[config.mk]
export PLATFORM = sky130hd
export DESIGN_NAME = pipelined_adder
export DESIGN_NICKNAME = d
export VERILOG_FILES = /design/src/rtl/adder_pkg.sv /design/src/rtl/adder_slice.sv /design/src/rtl/pipelined_adder.sv
export SDC_FILE = /design/constraint.sdc
export NUM_CORES = 1
export LEC_CHECK = 0
export ABC_AREA = 1
export CORE_ASPECT_RATIO = 0.9
export CORE_UTILIZATION = 38
export CTS_CLUSTER_DIAMETER = 40
export DETAILED_ROUTE_END_ITERATION = 6
export PLACE_DENSITY = 0.68
export SYNTH_ARGS = -nofsm -noshare
export SYNTH_HDL_FRONTEND = slang
export SYNTH_SLANG_ARGS = --single-unit
[constraint.sdc]
create_clock -name clk -period 9.7 [get_ports clk]
set_input_delay 2.425 -clock clk [delete_from_list [all_inputs] [get_ports clk]]
set_output_delay 2.425 -clock clk [all_outputs]
set_load 0.01 [all_outputs]
[src/rtl/adder_pkg.sv]
// adder_pkg: shared helpers and stage-payload types for pipelined_adder.
//   slice_w(width, stages) : bits handled per pipeline slice.
//   stage_ctl_t            : per-op control bits travelling with each stage payload.
package adder_pkg;

  // Bits per slice; a zero stage count is rejected at elaboration by the top.
  function automatic int unsigned slice_w(input int unsigned width, input int unsigned stages);
    return (stages == 0) ? width : width / stages;
  endfunction

  typedef struct packed {
    logic valid;  // stage holds a live op
    logic sub;    // op is A-B
    logic sat;    // saturate on overflow/borrow
    logic carry;  // carry into the next slice (carry out of the MSB slice at the end)
  } stage_ctl_t;

endpackage

[src/rtl/adder_slice.sv]
// adder_slice: combinational W-bit adder with carry in/out, one per pipeline stage.
//   a, b : slice operands (b already inverted for subtraction)
//   cin  : carry in
//   sum  : slice sum
//   cout : carry out
module adder_slice #(
  parameter int unsigned W = 8
) (
  input  logic [W-1:0] a,
  input  logic [W-1:0] b,
  input  logic         cin,
  output logic [W-1:0] sum,
  output logic         cout
);

  logic [W:0] total_c;

  assign total_c = (W+1)'(a) + (W+1)'(b) + (W+1)'(cin);
  assign sum     = total_c[W-1:0];
  assign cout    = total_c[W];

endmodule

[src/rtl/pipelined_adder.sv]
// pipelined_adder: pipelined WIDTH-bit add/subtract unit, carry chain split into
// STAGES registered slices, valid/ready on both sides, one op per cycle.
//   clk, rst (async, active-high)
//   in_valid/in_ready, in_a, in_b, in_sub (0: A+B, 1: A+~B+1), in_sat (ADDER_SAT_EN only)
//   out_valid/out_ready, out_sum, out_carry (sub: 1 = no borrow)
// Optional feature macro: ADDER_SAT_EN (saturating results, adds in_sat port).
module pipelined_adder
  import adder_pkg::*;
#(
  parameter int unsigned WIDTH  = 32,
  parameter int unsigned STAGES = 4
) (
  input  logic             clk,
  input  logic             rst,
  input  logic             in_valid,
  output logic             in_ready,
  input  logic [WIDTH-1:0] in_a,
  input  logic [WIDTH-1:0] in_b,
  input  logic             in_sub,
`ifdef ADDER_SAT_EN
  input  logic             in_sat,
`endif
  output logic             out_valid,
  input  logic             out_ready,
  output logic [WIDTH-1:0] out_sum,
  output logic             out_carry
);

  localparam int unsigned SW = slice_w(WIDTH, STAGES);

  if (STAGES == 0 || (WIDTH % STAGES) != 0) begin : g_bad_cfg
    $error("pipelined_adder: WIDTH must be a non-zero multiple of STAGES");
  end

  // Operands ride along with their op so each slice sees its own upper bits.
  typedef struct packed {
    stage_ctl_t       ctl;
    logic [WIDTH-1:0] a;
    logic [WIDTH-1:0] b;
    logic [WIDTH-1:0] sum;
  } payload_t;

  payload_t stage_q [STAGES];
  payload_t stage_d [STAGES];
  payload_t in_pl;
  logic     adv;

  // Whole pipe moves together: advance unless the result is blocked.
  assign adv      = out_ready | ~stage_q[STAGES-1].ctl.valid;
  assign in_ready = adv;

  // Entry payload: subtraction is A + ~B with carry-in 1.
  always_comb begin
    in_pl           = '0;
    in_pl.ctl.valid = in_valid;
    in_pl.ctl.sub   = in_sub;
`ifdef ADDER_SAT_EN
    in_pl.ctl.sat   = in_sat;
`else
    in_pl.ctl.sat   = 1'b0;
`endif
    in_pl.ctl.carry = in_sub;
    in_pl.a         = in_a;
    in_pl.b         = in_sub ? ~in_b : in_b;
  end

  for (genvar k = 0; k < STAGES; k++) begin : g_stage
    localparam bit IS_LAST = (k == STAGES - 1);
    payload_t      src;
    payload_t      nxt;
    logic [SW-1:0] slice_sum;
    logic          slice_cout;

    if (k == 0) begin : g_first
      assign src = in_pl;
    end else begin : g_rest
      assign src = stage_q[k-1];
    end

    adder_slice #(.W(SW)) u_slice (
      .a    (src.a[k*SW +: SW]),
      .b    (src.b[k*SW +: SW]),
      .cin  (src.ctl.carry),
      .sum  (slice_sum),
      .cout (slice_cout)
    );

    // Fill in this slice's sum bits; the final slice also applies saturation.
    always_comb begin
      nxt                 = src;
      nxt.sum[k*SW +: SW] = slice_sum;
      nxt.ctl.carry       = slice_cout;
      if (IS_LAST && src.ctl.sat) begin
        if (!src.ctl.sub && slice_cout) begin
          nxt.sum = '1;
        end else if (src.ctl.sub && !slice_cout) begin
          nxt.sum = '0;
        end
      end
    end

    assign stage_d[k] = adv ? nxt : stage_q[k];
  end

  always_ff @(posedge clk or posedge rst) begin
    if (rst) begin
      for (int k = 0; k < STAGES; k++) stage_q[k] <= '0;
    end else begin
      for (int k = 0; k < STAGES; k++) stage_q[k] <= stage_d[k];
    end
  end

  assign out_valid = stage_q[STAGES-1].ctl.valid;
  assign out_sum   = stage_q[STAGES-1].sum;
  assign out_carry = stage_q[STAGES-1].ctl.carry;

endmodule

After elaboration in Yosys (flattened, before gate mapping)
Cells that the tools add are included.
Widths: inputs -> output; s select.
{"block": "classes", "n_addsub": 8, "n_mul": 0, "div_mod_pow": 0, "order_cmp": 0, "n_eq_ne": 0, "shifts": 0, "mux": 1, "bitwise_logic": 3, "n_reduce_logical": 0}
{"op": "$add 8x8->9", "n": 4}
{"op": "$add 9x1->9", "n": 4}
{"op": "$mux 32", "n": 1}
{"op": "$not 32->32", "n": 1}
{"op": "$not 1->1", "n": 1}
{"op": "$or 1x1->1", "n": 1}
{"block": "word_totals", "register_bits": 280, "latch_bits": 0, "ramBits": 0, "rom_bits": 0, "input_bits": 69, "output_inout_bits": 35, "wordCells": 30, "n_memories": 0}

Depth between registers and ports, before layout
{"block": "logic_depth", "word_depth": 4, "depth_mapped": 14, "ltp_nobuf": 12}

Cells and area by module
Synthesis repeated with hierarchy kept, for this count alone.
{"block": "hier_totals", "hier_cells": 1073, "area_unflattened_um2": 8862.2}
{"module": "pipelined_adder", "n_inst": 1, "cells_each": 837, "area_each_um2": 7327.0, "seq_area_each_um2": 4604.4}
{"module": "adder_slice at g_stage[1].u_slice ...", "n_inst": 3, "cells_each": 59, "area_each_um2": 384.1, "seq_area_each_um2": 0.0}
{"module": "adder_slice at g_stage[0].u_slice", "n_inst": 1, "cells_each": 59, "area_each_um2": 382.9, "seq_area_each_um2": 0.0}

Least setup slack after synthesis
No wires, ideal clock.
{"block": "synth_timing", "path_type": "input to output", "start": "input port out_ready", "end": "output port in_ready", "t_arrival_ns": 3.010, "required_ns": 7.275, "setup_slack_ns": 4.265, "cell_stages": 4, "n_path_buf": 2, "path_cell_list": "nor2_4 > inv_2 > buf_2 > buf_2"}
{"block": "synth_via", "elab_chain_len": 1}
{"element": "start: declaration", "line": "pipelined_adder.sv:24", "source": "input logic out_ready,"}
{"element": "$or 1x1->1", "line": "pipelined_adder.sv:49", "source": "assign adv = out_ready | ~stage_q[STAGES-1].ctl.valid;"}
{"element": "end: declaration", "line": "pipelined_adder.sv:16", "source": "output logic in_ready,"}
Every way passes these cells.

Worst setup path after layout
Same ends and word-level chain as after synthesis.

==> results.toml <==
[status]
outcome = "finished, final reports clean"

[worst_setup_path]
cp-start-kind = "input port"
crit_top_cell = "clkdlybuf4s50_1"
max_stage_delay_ns = 0.63
crit_type = "input port to primary output"
arrival_ns = 3.99
crit_required_ns = 7.28
slowest_stage = "clkdlybuf4s50_1"
crit_path_end_kind = "primary output"
cp_max_fo = 46
cp_cell_sequence = "clkdlybuf4s50_1 > nor2_4 > inv_4 > clkdlybuf4s50_1"

[place]
dpl_worst_slack_ns = 3.28
dpl.hpwl_um = 10900
port_buffers = 103
dp.cells = 1319
gp_congestion = 0.772

[floorplanning]
io_pins = 104
die-area_um2 = 22600
fp.dieH_um = 143
die_x_um = 158
core_um2 = 21600
initial_utilization = 0.387
rows = 51

[cts]
clock_path_buffers = 2
ctsResizeCount = 0
cts.sinks = 184
cts_setup_buffers = 0
clock_latency_ns = 0.43
htreeDepth = 4
root_buffer = "clkbuf_16"
cts_buffers = 17
postCtsHoldBufs = 0
path_clk_slew_ns = 0.06
cts_tree = "done"

[final_layout]
instances_no_fill = 1351
fillers = 2113
drive_above_1_share = 0.0434
diodes = 0
ff_latch_area_um2 = 4600
utilization = 0.471
layout.nets = 1151
syn_to_final_growth_pct = 21.7
multiInputGateArea_um2 = 3320

[sta]
fmax_mhz = 156
finalSetupViolations = 0
setup_tns_ns = 0
whs_ns = 0.466
maxSlewViolCount = 0
finClkSkew_ns = 0.00880
rsz0062_at_grt = "false"
setup_ws_ns = 3.29
hold_violations = 0
relSlewSlack = 0.297
worstMarginPinSlew_ns = 1.06
period_minus_slack_ns = 6.41
fin_crit_sh = 0.661

[detailed_routing]
viasPerCell = 4.55
final_antenna_net_count = 0
vias = 6145
drt_iter0_drc = 428
dr.pass1.iters = 4
wl_um = 16900
drcViolationCount = 0
routedWlPerCell_um = 12.5

[global_routing]
grt_antenna_before_repair = 0
grt_overflow = 0
grt_pass1_wl_um = 28800
grt.total_usage = 0.162
grt_max_degree = 114
grt_pass1_vias = 5980

[synthesis]
syn_inst = 962
synth_adder_area_share = 0.0586
synth_top_family_by_area = "simple AND/OR/NAND/NOR gates"
ys_types = 25
synthSimpleGateAreaFrac = 0.224
synth_largest_area_cell = "dfrtp_1"
synth_xor_area_frac = 0.0387
synth_nets = 1066
netlist.area_leader.share = 0.550
yosys_warnings = 0
syn_area_um2 = 8370
synth.mux.area_fraction = 0
ys_top_cells_by_area = "dfrtp_1 (55%), nand2_1 (19%), o21ai_0 (5.7%)"
ys_ff_latch = 184
synth-seq-area-share = 0.550
synth_compound_area_frac = 0.0762
avgSynthCellArea_um2 = 8.70

[pwr]
power_density_nw_per_um2 = 311
p_leak_nw = 5.02
peakVddDrop_mv = 0.126

[job]
maxCapViolations = 0

[hold_path]
hp-class = "register to register"
==> cell usage in the layout (no fill, tap or decap), types with 17 or more instances in the layout <==
master           instances
o21ai_0                 96
xnor2_1                 31
clkdlybuf4s50_1        102
dfrtp_1                184
nand2_1                422
inv_1                   60
nand3_1                 30
a21oi_1                 22
clkbuf_16               17
ha_1                    28
==> final cells by class <==
cell class | count | share of cell area
multi-input combinational | 673 | 0.326
sequential | 184 | 0.452
inverter | 62 | 0.0238
clock inverter | 14 | 0.0147
clock buffer | 18 | 0.0421
timing repair buffer | 109 | 0.105
tap | 291 | 0.0357
==> stage by stage <==
stage | power [mW] | instance area, um^2
floorplan | 2.10 | 8370
global placement | 2.46 | 9610
detailed placement | 2.51 | 9610
CTS | 3.21 | 10200
global route | 3.45 | 10200
finish | 3.16 | 10200
==> layer usage <==
metal | GRT usage | share of wire
met4 | 0.0471 | 0.0081
met3 | 0.0331 | 0.029
met5 | 0 | 0
met1 | 0.223 | 0.50
met2 | 0.258 | 0.47
==> kinds of logic (layout without fill, tap and decap cells) <==
| group | Yosys count | count (layout) |
|---|---|---|
| flops | 184 | 184 |
| simple gates | 476 | 476 |
| xor+xnor | 37 | 37 |
| buf+inv | 105 | 203 |
| compound gates | 125 | 125 |
| fa+ha+maj | 35 | 35 |
==> report_power, final <==
part	total, mW	switching [mW]	internal (mW)
Clock	0.682	0.300	0.382
Sequential	1.29	0.178	1.11
Combinational	1.20	0.686	0.509
==> synthesized netlist by cell type (all sizes together) <==
library cell,number
o21a,1
nand3,30
a21o,3
ha,28
nand2,422
a31oi,2
inv,62
clkbuf,16
xnor2,31
o21ai,97
dfrtp,184
nand4,2
nor2,11
fa,7
a21oi,22
or2,5
nand3b,6
xor2,6
buf,27
==> final timing paths <==
path / cells after the start / start / slack, ns / endpoint
max: 4 / out_ready / 3.29 / in_ready
min: 2 / g_stage[3].src[21] / 0.47 / out_sum[21]
max reg2reg: 7 / out_valid / 6.93 / g_stage[3].src[18]
min reg2reg: 2 / g_stage[3].src[21] / 0.47 / out_sum[21]
max in group asynchronous: 3 / rst / 5.71 / g_stage[2].nxt[60]
min in group asynchronous: 2 / rst / 2.50 / out_sum[0]
==> sequential cells by signal (all words and copies together), names as in the netlist <==
register / count
g_stage.nxt: 123
out_sum: 32
g_stage.src: 27
out_carry: 1
out_valid: 1
==> critical path: cells and delay by family <==
family        cells  cell delay, ns
simple gates      1            0.06
buf+inv           3            1.46
(Power assumes the default switching activity.)
